==> src/rtl/cpu_program_sequencer_if.sv <==
// Host-side bundle of the CPU program sequencer: program load
// handshake, session control and CPU/imem control outputs.
interface cpu_program_sequencer_if #(
  parameter int ADDR_W = 6
);
  logic              start;
  logic              abort;
  logic [15:0]       run_cycles;
  logic [31:0]       instr_in;
  logic              instr_valid;
  logic              instr_last;
  logic              instr_ready;
  logic              imem_we;
  logic [ADDR_W-1:0] imem_addr;
  logic [31:0]       imem_wdata;
  logic              cpu_load;
  logic              cpu_reset;
  logic              cpu_clk_en;
  logic [ADDR_W:0]   prog_len;
  logic              busy;
  logic              done;
  logic              err_overflow;

  modport master (
    output start,
    output abort,
    output run_cycles,
    output instr_in,
    output instr_valid,
    output instr_last,
    input  instr_ready,
    input  imem_we,
    input  imem_addr,
    input  imem_wdata,
    input  cpu_load,
    input  cpu_reset,
    input  cpu_clk_en,
    input  prog_len,
    input  busy,
    input  done,
    input  err_overflow
  );

  modport slave (
    input  start,
    input  abort,
    input  run_cycles,
    input  instr_in,
    input  instr_valid,
    input  instr_last,
    output instr_ready,
    output imem_we,
    output imem_addr,
    output imem_wdata,
    output cpu_load,
    output cpu_reset,
    output cpu_clk_en,
    output prog_len,
    output busy,
    output done,
    output err_overflow
  );
endinterface

==> src/rtl/cpu_program_sequencer.sv <==
// CPU run-session controller: loads a program into imem, pulses
// CPU reset, runs the CPU for a cycle budget, then halts it.
module cpu_program_sequencer #(
  parameter int IMEM_DEPTH = 64,
  parameter int ADDR_W     = 6,
  parameter int RST_CYCLES = 2
) (
  input logic                    clk,
  input logic                    Reset,
  cpu_program_sequencer_if.slave bus
);

  localparam int RC_W =
    (RST_CYCLES > 1) ? $clog2(RST_CYCLES) : 1;
  localparam logic [RC_W-1:0] RC_END =
    RC_W'(RST_CYCLES - 1);
  localparam logic [ADDR_W:0] TOP_A =
    (ADDR_W+1)'(IMEM_DEPTH - 1);

  typedef enum logic [2:0] {
    IDLE,
    LOAD,
    RST,
    RUN,
    DONE
  } state_e;

  state_e            state_q;
  logic [ADDR_W:0]   count_q;
  logic [RC_W-1:0]   rst_cnt_q;
  logic [15:0]       run_cnt_q;
  logic [15:0]       run_len_q;
  logic              ready_q;
  logic              we_q;
  logic [ADDR_W-1:0] addr_q;
  logic [31:0]       wdata_q;
  logic              load_q;
  logic              cpu_rst_q;
  logic              en_q;
  logic [ADDR_W:0]   prog_len_q;
  logic              busy_q;
  logic              done_q;
  logic              err_q;

  logic accept;
  logic at_top;
  logic is_last;
  logic run_end;

  assign accept  = (state_q == LOAD) & ready_q & bus.instr_valid;
  assign at_top  = (count_q == TOP_A);
  assign is_last = bus.instr_last | at_top;
  // budget of zero means run until aborted
  assign run_end = (run_len_q != 16'd0) &&
                   (run_cnt_q == run_len_q - 16'd1);

  always_ff @(posedge clk) begin
    if (!Reset) begin
      state_q    <= IDLE;
      count_q    <= '0;
      rst_cnt_q  <= '0;
      run_cnt_q  <= '0;
      run_len_q  <= '0;
      ready_q    <= 1'b0;
      we_q       <= 1'b0;
      addr_q     <= '0;
      wdata_q    <= '0;
      load_q     <= 1'b0;
      cpu_rst_q  <= 1'b1;
      en_q       <= 1'b0;
      prog_len_q <= '0;
      busy_q     <= 1'b0;
      done_q     <= 1'b0;
      err_q      <= 1'b0;
    end else begin
      we_q <= 1'b0;
      if (bus.abort) begin
        state_q   <= IDLE;
        ready_q   <= 1'b0;
        load_q    <= 1'b0;
        cpu_rst_q <= 1'b1;
        en_q      <= 1'b0;
        busy_q    <= 1'b0;
        done_q    <= 1'b0;
      end else begin
        unique case (state_q)
          IDLE, DONE: begin
            if (bus.start) begin
              state_q    <= LOAD;
              count_q    <= '0;
              prog_len_q <= '0;
              err_q      <= 1'b0;
              done_q     <= 1'b0;
              run_len_q  <= bus.run_cycles;
              ready_q    <= 1'b1;
              load_q     <= 1'b1;
              cpu_rst_q  <= 1'b0;
              en_q       <= 1'b0;
              busy_q     <= 1'b1;
            end
          end
          LOAD: begin
            if (accept) begin
              we_q    <= 1'b1;
              addr_q  <= count_q[ADDR_W-1:0];
              wdata_q <= bus.instr_in;
              count_q <= count_q + 1'b1;
              if (is_last) begin
                state_q    <= RST;
                ready_q    <= 1'b0;
                load_q     <= 1'b0;
                cpu_rst_q  <= 1'b1;
                rst_cnt_q  <= '0;
                prog_len_q <= count_q + 1'b1;
                err_q      <= err_q |
                              (at_top & ~bus.instr_last);
              end
            end
          end
          RST: begin
            if (rst_cnt_q == RC_END) begin
              state_q   <= RUN;
              cpu_rst_q <= 1'b0;
              en_q      <= 1'b1;
              run_cnt_q <= '0;
            end else begin
              rst_cnt_q <= rst_cnt_q + 1'b1;
            end
          end
          RUN: begin
            run_cnt_q <= run_cnt_q + 16'd1;
            if (run_end) begin
              state_q <= DONE;
              en_q    <= 1'b0;
              busy_q  <= 1'b0;
              done_q  <= 1'b1;
            end
          end
          default: state_q <= IDLE;
        endcase
      end
    end
  end

  assign bus.instr_ready  = ready_q;
  assign bus.imem_we      = we_q;
  assign bus.imem_addr    = addr_q;
  assign bus.imem_wdata   = wdata_q;
  assign bus.cpu_load     = load_q;
  assign bus.cpu_reset    = cpu_rst_q;
  assign bus.cpu_clk_en   = en_q;
  assign bus.prog_len     = prog_len_q;
  assign bus.busy         = busy_q;
  assign bus.done         = done_q;
  assign bus.err_overflow = err_q;

endmodule

==> src/flat_wrapper.sv <==
// flat-port wrapper written by rule: the top's interface ports become plain ports
module cpu_program_sequencer_flat 
#(
  parameter int IMEM_DEPTH = 64,
  parameter int ADDR_W     = 6,
  parameter int RST_CYCLES = 2
)
  (clk, Reset, bus_start, bus_abort, bus_run_cycles, bus_instr_in, bus_instr_valid, bus_instr_last, bus_instr_ready, bus_imem_we, bus_imem_addr, bus_imem_wdata, bus_cpu_load, bus_cpu_reset, bus_cpu_clk_en, bus_prog_len, bus_busy, bus_done, bus_err_overflow);
  cpu_program_sequencer_if #(.ADDR_W(ADDR_W)) bus_i ();
  input logic clk;
  input logic Reset;
  input wire logic [$bits(bus_i.start)-1:0] bus_start;
  input wire logic [$bits(bus_i.abort)-1:0] bus_abort;
  input wire logic [$bits(bus_i.run_cycles)-1:0] bus_run_cycles;
  input wire logic [$bits(bus_i.instr_in)-1:0] bus_instr_in;
  input wire logic [$bits(bus_i.instr_valid)-1:0] bus_instr_valid;
  input wire logic [$bits(bus_i.instr_last)-1:0] bus_instr_last;
  output wire logic [$bits(bus_i.instr_ready)-1:0] bus_instr_ready;
  output wire logic [$bits(bus_i.imem_we)-1:0] bus_imem_we;
  output wire logic [$bits(bus_i.imem_addr)-1:0] bus_imem_addr;
  output wire logic [$bits(bus_i.imem_wdata)-1:0] bus_imem_wdata;
  output wire logic [$bits(bus_i.cpu_load)-1:0] bus_cpu_load;
  output wire logic [$bits(bus_i.cpu_reset)-1:0] bus_cpu_reset;
  output wire logic [$bits(bus_i.cpu_clk_en)-1:0] bus_cpu_clk_en;
  output wire logic [$bits(bus_i.prog_len)-1:0] bus_prog_len;
  output wire logic [$bits(bus_i.busy)-1:0] bus_busy;
  output wire logic [$bits(bus_i.done)-1:0] bus_done;
  output wire logic [$bits(bus_i.err_overflow)-1:0] bus_err_overflow;
  assign bus_i.start = bus_start;
  assign bus_i.abort = bus_abort;
  assign bus_i.run_cycles = bus_run_cycles;
  assign bus_i.instr_in = bus_instr_in;
  assign bus_i.instr_valid = bus_instr_valid;
  assign bus_i.instr_last = bus_instr_last;
  assign bus_instr_ready = bus_i.instr_ready;
  assign bus_imem_we = bus_i.imem_we;
  assign bus_imem_addr = bus_i.imem_addr;
  assign bus_imem_wdata = bus_i.imem_wdata;
  assign bus_cpu_load = bus_i.cpu_load;
  assign bus_cpu_reset = bus_i.cpu_reset;
  assign bus_cpu_clk_en = bus_i.cpu_clk_en;
  assign bus_prog_len = bus_i.prog_len;
  assign bus_busy = bus_i.busy;
  assign bus_done = bus_i.done;
  assign bus_err_overflow = bus_i.err_overflow;
  cpu_program_sequencer #(.IMEM_DEPTH(IMEM_DEPTH), .ADDR_W(ADDR_W), .RST_CYCLES(RST_CYCLES)) u_core (.clk(clk), .Reset(Reset), .bus(bus_i));
endmodule
==> config.mk <==
export PLATFORM = sky130hd
export DESIGN_NAME = cpu_program_sequencer_flat
export DESIGN_NICKNAME = d
export VERILOG_FILES = /design/src/rtl/cpu_program_sequencer_if.sv /design/src/rtl/cpu_program_sequencer.sv /design/src/flat_wrapper.sv
export SDC_FILE = /design/constraint.sdc
export NUM_CORES = 1
export LEC_CHECK = 0
export ABC_CLOCK_PERIOD_IN_PS = 3000
export CAP_MARGIN = 20
export CORE_MARGIN = 5
export CORE_UTILIZATION = 25
export CTS_BUF_LIST = sky130_fd_sc_hd__clkbuf_8
export CTS_CLUSTER_SIZE = 24
export DETAILED_ROUTE_END_ITERATION = 10
export DONT_BUFFER_PORTS = 1
export PLACE_DENSITY = 0.47
export SETUP_SLACK_MARGIN = 0.2
export SYNTH_ARGS = -nofsm -noshare
export SYNTH_HDL_FRONTEND = slang
export SYNTH_SLANG_ARGS = --single-unit
==> constraint.sdc <==
create_clock -name clk -period 3 [get_ports clk]
set_clock_uncertainty 0.05 [all_clocks]
set_input_delay 0.3 -clock clk [delete_from_list [all_inputs] [get_ports clk]]
set_output_delay 0.3 -clock clk [all_outputs]
set_load 0.02 [all_outputs]
==> results.tsv, run 1 <==
stage	metric	value	unit
pwr	p_leak	1.82	nW
placement	hpwl	8160	µm
routing	viasPerCell	4.76	
pwr	power.internal	1.73	mW
sta	min_period	2.84	ns
pwr	combinationalPowerShare	10.5	%
final_layout	nets	647	
routing	post_drt_wl_per_cell	15.2	µm
sta	tns	0	ns
hold_path	hold_path.class	in2reg	
grt	grt_pass1_wl	20100	µm
final_layout	antennaDiodeCount	0	
sta	worstMarginPinSlew	0.802	ns
outcome	status	complete, no violations	
grt	grt_max_degree	43	
final_layout	final_cell_mix	134 x nand2_1, 94 x dfxtp_1, 56 x a21boi_0	
sta	setup_slack	0.164	ns
floorplan	core_area	17300	µm²
cts	cts_buffer_depth	2	
sta	setup-violations-final	0	
floorplan	dieArea	20400	µm²
placement	place_area	4670	µm²
pwr	switchingPower	591	µW
synth	synth_top_family_by_area	simple AND/OR/NAND/NOR gates	
critical_path	cp_data_required_time	3.20	ns
placement	gp_congestion	0.862	
final_layout	fin_area	5400	µm²
routing	totalWireLength	12500	µm
sta	rsz0062_at_grt	yes	
sta	slew_headroom	46.6	%
cts	h-tree-depth	3	
run	drv_cap	0	
cts	clock-sinks	95	
floorplan	die_y	143	µm
cts	root_buffer	clkbuf_8	
critical_path	critPathLaunchType	flip-flop	
grt	grtUsageTotal	12.3	%
critical_path	worstSetupPathType	reg2reg	
synth	synth.net_count	604	
pwr	peakVddDrop	0.294	mV
sta	period_share	94.5	%
final_layout	drive_gt1_share	8.24	%
critical_path	end_kind	flip-flop	
sta	finalMaxSlewViolations	0	
synth	synth-edff-count	0	
critical_path	cp_max_fo	4	
synth	async_flop_share	0	%
synth	synth_mux_area_share	1.16	%
synth	synth.ff_latch_count	95	
sta	max_freq	0.353	GHz
synth	synth_ff_type	dfxtp_1	
routing	drc_errors	0	
floorplan	initial_core_util	25.5	%
floorplan	die_width	143	µm
synth	synth_cell_types	49	
critical_path	critical_path_arrival	3.03	ns
cts	clk_pin_slew	0.09	ns
floorplan	row_count	48	
grt	grt_pass1_vias	3883	
synth	syn_area_per_cell	8.08	µm²
routing	drtIter0Drc	212	
cts	cts-buffers-inserted	9	
routing	ant_nets	0	
final_layout	area_growth_syn_to_layout	22.1	%
grt	overflow	0	
synth	yosys_warnings	0	
placement	io_buffers	0	
synth	synth-simple-area-share	27.6	%
pwr	seqPwrFrac	56.1	%
synth	synthCells	547	
pwr	pwr_density_cell	429	nW/µm²
synth	seq_area_frac_synth	43.0	%
sta	hold_viol	0	
placement	pre_cts_ws	0.0437	ns
routing	drt_pre_antenna_iters	4	
pwr	clock_power_share	33.4	%
routing	dr_total_vias	3905	
synth	synthAdderAreaFrac	0.849	%
grt	grt_antenna_before_repair	0	
floorplan	ioPinCount	107	
cts	tritoncts	built	
synth	synthXorXnorAreaFrac	6.14	%
pwr	swShare	25.5	%
synth	synth_area	4420	µm²
cts	clk_latency	0.37	ns
synth	synth_compound_area_share	17.7	%
final_layout	final_common_cell	nand2_1	
-- state kept, by name, summed over array words and instances (netlist names) --
register and cells:
u_core.bus.busy 1, u_core.bus.imem_we 1, u_core.bus.cpu_clk_en 1, u_core.bus.imem_wdata 32, u_core.bus.cpu_load 1, u_core.bus.done 1, u_core.rst_cnt_q 1, u_core.bus.err_overflow 1
u_core.run_len_q 16, u_core.bus.cpu_reset 1, u_core.state_q 3, u_core.count_q 7, u_core.run_cnt_q 16, u_core.bus.prog_len 7, u_core.bus.imem_addr 6
-- worst max-delay path, stage by stage (launching register included) --
cell and delay (ns):
dfxtp_2 0.33, inv_2 0.06, ha_4 0.13, or3b_4 0.37
or4_4 0.49, a21oi_2 0.15, nand4_1 0.12, or4_4 0.52
or3_4 0.36, nor3b_1 0.15
-- path summary, 6_finish.rpt --
path                         end  depth (start not counted)           startpoint  slack, ns
max              u_core.bus.busy                          9  u_core.run_len_q[1]       0.16
min          u_core.run_len_q[7]                          2    bus_run_cycles[7]       0.03
max reg2reg      u_core.bus.busy                          9  u_core.run_len_q[1]       0.16
min reg2reg  u_core.run_cnt_q[8]                          2  u_core.run_cnt_q[8]       0.47
-- final cells by class --
class | instances | area [µm²]
clock buffers | 10 | 138
clock inverters | 6 | 37.5
well taps | 225 | 282
repair buffers | 63 | 606
multi-input cells | 414 | 2410
flip-flops and latches | 95 | 1900
fillers | 1826 | 11900
inverters | 7 | 26.3
-- per-stage QoR --
stage	utilization [%]	hold slack (ns)	power [mW]	cells
global placement	27.0	0.383	1.50	751
global route	31.2	0.000815	2.44	820
floorplan	-	0.395	1.47	547
CTS	30.8	0.000150	2.35	816
detailed placement	27.0	0.386	1.50	751
finish	31.2	0.0341	2.32	820
-- cells by family (layout without fill, tap and decap cells) --
group / Yosys count / in the layout
fa+ha+maj: 3 / 3
flops: 95 / 95
simple gates: 261 / 261
xor+xnor: 31 / 31
compound gates: 114 / 114
buf+inv: 38 / 86
mux: 5 / 5
-- synthesized netlist by cell type (3+ instances only) --
| cell | count | share of area [%] |
|---|---|---|
| a21boi_0 | 56 | 9.5 |
| a21o_1 | 3 | 0.51 |
| a21oi_1 | 21 | 2.4 |
| a31oi_1 | 3 | 0.42 |
| and2_1 | 4 | 0.57 |
| and3_1 | 3 | 0.42 |
| clkbuf_1 | 26 | 2.2 |
| dfxtp_1 | 95 | 43 |
| ha_1 | 3 | 0.85 |
| inv_1 | 7 | 0.59 |
| mux2i_1 | 4 | 0.91 |
| nand2_1 | 134 | 11 |
| nand2b_1 | 8 | 1.1 |
| nand3_1 | 17 | 1.9 |
| nand4_1 | 5 | 0.71 |
| nor2_1 | 36 | 3.1 |
| nor2b_1 | 14 | 2.0 |
| nor3_1 | 13 | 1.5 |
| nor3b_1 | 5 | 0.85 |
| nor4_1 | 5 | 0.71 |
| o21ai_0 | 12 | 1.4 |
| o22ai_1 | 3 | 0.42 |
| or3_1 | 5 | 0.71 |
| or4_1 | 3 | 0.51 |
| xnor2_1 | 17 | 3.4 |
| xor2_1 | 14 | 2.8 |
-- power by group through the flow --
stage | Clock [mW] | Sequential (mW) | Combinational, mW
global route | 0.874 | 1.30 | 0.268
global placement | 0 | 1.33 | 0.167
floorplan | 0 | 1.32 | 0.147
detailed placement | 0 | 1.33 | 0.168
CTS | 0.823 | 1.30 | 0.232
finish | 0.775 | 1.30 | 0.243
-- what timing repair did --
action	4_1_cts	5_1_grt
gates cloned	0	0
hold buffers	45	3
pin swaps	2	0
endpoints found under the hold margin	53	6
resized for setup	2	7
buffers inserted	4	1
endpoints found under the setup margin	4	4
-- routing by layer --
| layer | global-route usage, % | vias up | share of wire (%) |
|---|---|---|---|
| li1 | - | 1935 | - |
| met1 | 13.8 | 1841 | 40 |
| met2 | 22.1 | 111 | 50 |
| met3 | 4.96 | 18 | 8.2 |
| met4 | 2.40 | 0 | 1.1 |
| met5 | 0 | - | 0 |
Note: power is estimated with default switching activity, not from simulation.
==> run 2, diff against run 1 <==
CELL_PAD_IN_SITES_DETAIL_PLACEMENT = 0   (was unset)
CELL_PAD_IN_SITES_GLOBAL_PLACEMENT = 1   (was unset)
PLACE_DENSITY = 0.57   (was 0.47)
==> results.tsv, run 2 (synthesized netlist as in run 1, its figures left out) <==
stage	metric	value	unit
floorplan	ioPinCount	107	
critical_path	cp_data_required_time	3.20	ns
sta	min_period	2.91	ns
routing	totalWireLength	12900	µm
cts	cts_buffer_depth	2	
outcome	status	complete, no violations	
critical_path	rr_endpoint	u_core.bus.cpu_clk_en	
placement	hpwl	8340	µm
sta	max_freq	0.344	GHz
grt	grt_pass1_vias	3866	
floorplan	die_y	143	µm
critical_path	critPathLaunchType	flip-flop	
final_layout	final_common_cell	nand2_1	
final_layout	area_growth_syn_to_layout	22.0	%
routing	ant_nets	0	
sta	period_share	96.9	%
hold_path	min_from	Reset	
final_layout	final_cells	816	
sta	setup-violations-final	0	
floorplan	core_area	17300	µm²
cts	clk_pin_slew	0.09	ns
critical_path	timing.rr.start	u_core.run_len_q[0]	
critical_path	end_kind	flip-flop	
cts	h-tree-depth	3	
cts	clock-sinks	95	
final_layout	drive_gt1_share	8.46	%
critical_path	slowest_delay	0.55	ns
critical_path	critPathMostFrequentCell	or4_4	
grt	grt_max_degree	42	
sta	whs	0.0226	ns
cts	tritoncts	built	
floorplan	row_count	48	
cts	root_buffer	clkbuf_8	
placement	io_buffers	0	
grt	overflow	0	
critical_path	path_cells	inv_2 -> ha_4 -> or3b_4 -> or4_4 -> a21oi_4 -> nand4_1 -> or4_4 -> or3_4 -> nor4b_4	
final_layout	nets	643	
placement	place_area	4690	µm²
cts	clk_latency	0.38	ns
placement	dp_cells	752	
cts	cts-buffers-inserted	9	
pwr	p_leak	1.81	nW
grt	grtUsageTotal	12.6	%
sta	rsz0062_at_grt	yes	
pwr	pwr_density_cell	448	nW/µm²
routing	drt_pre_antenna_iters	4	
sta	finalMaxSlewViolations	0	
grt	grt_antenna_before_repair	1	
pwr	peakVddDrop	0.237	mV
grt	grt_pass1_wl	20200	µm
final_layout	antennaDiodeCount	0	
final_layout	largest_reg_flops	32	
routing	dr_total_vias	3884	
hold_path	hold_end	u_core.run_len_q[1]	
critical_path	cp_max_fo	4	
routing	drtIter0Drc	188	
placement	gp_congestion	0.883	
hold_path	hold_depth	1	
critical_path	reg2reg_depth	9	
floorplan	initial_core_util	25.5	%
critical_path	crit_slowest_cell	or4_4	
sta	hold_viol	0	
final_layout	final_cell_mix	134 x nand2_1, 93 x dfxtp_1, 56 x a21boi_0	
routing	viasPerCell	4.76	
critical_path	critical_path_arrival	3.11	ns
critical_path	worstSetupPathType	reg2reg	
sta	worstMarginPinSlew	0.837	ns
floorplan	dieArea	20400	µm²
routing	drc_errors	0	
final_layout	fin_area	5390	µm²
run	drv_cap	0	
floorplan	die_width	143	µm
hold_path	hold_path.class	in2reg	
critical_path	r2r_slack	0.09	ns
routing	post_drt_wl_per_cell	15.9	µm
sta	slew_headroom	44.2	%
[run 2: repair_timing]
action / CTS / global route
hold buffers: 43 / 1
setup endpoints to repair: 4 / 4
pin swaps: 5 / 2
endpoints found under the hold margin: 55 / 2
gates resized for setup: 5 / 3
cloned: 0 / 0
buffers inserted: 3 / 1
[run 2: per-layer routing]
layer / global-route usage [%] / up-vias / wire [µm]
li1: - / 1928 / -
met1: 14.6 / 1801 / 5450
met2: 21.3 / 137 / 6190
met3: 4.32 / 18 / 1070
met4: 5.00 / 0 / 236
met5: 0 / - / 0
[run 2: power by group]
| group | total, mW | internal, mW | leakage [nW] | switching [mW] |
|---|---|---|---|---|
| clock | 0.867 | 0.387 | 0.101 | 0.480 |
| combinational | 0.250 | 0.129 | 0.938 | 0.121 |
| sequential | 1.30 | 1.27 | 0.768 | 0.0234 |
| total | 2.42 | 1.79 | 1.81 | 0.625 |
[run 2: cell type report]
class                           instances  area, µm²
Clock buffer                            9        124
Clock inverter                          7       72.6
Fill cell                            1822      11900
Inverter                                7       26.3
Multi-Input combinational cell        414       2410
Sequential cell                        95       1900
Tap cell                              225        282
Timing Repair Buffer                   59        576
[run 2: how the worst max path moves through the flow]
stage / startpoint / endpoint / slack (ns) / cells after the start
after floorplan: u_core.run_len_q[1] / u_core.bus.busy / 0.20 / 9
after global placement: u_core.run_len_q[1] / u_core.bus.busy / 0.1 / 9
final: u_core.run_len_q[0] / u_core.bus.cpu_clk_en / 0.09 / 9
after detailed placement: u_core.run_len_q[1] / u_core.bus.busy / -0.03 / 9
after CTS: u_core.run_len_q[0] / u_core.bus.cpu_clk_en / 0.09 / 9
after global routing: u_core.run_len_q[0] / u_core.bus.busy / 0.05 / 9
[run 2: critical path, delay by kind of cell (launching register included)]
family / cells / cell delay, ns
flops: 1 / 0.33
simple gates: 6 / 2.07
compound gates: 1 / 0.15
fa+ha+maj: 1 / 0.13
buf+inv: 1 / 0.06
[run 2: stage by stage]
| stage | power (mW) | utilization [%] | setup WS (ns) | setup TNS [ns] |
|---|---|---|---|---|
| global placement | 1.50 | 27.1 | 0.0959 | 0 |
| CTS | 2.46 | 31.0 | 0.0884 | 0 |
| detailed placement | 1.50 | 27.1 | -0.0258 | -0.0477 |
| global route | 2.53 | 31.2 | 0.0461 | 0 |
| finish | 2.42 | 31.2 | 0.0916 | 0 |
| floorplan | 1.47 | - | 0.205 | 0 |
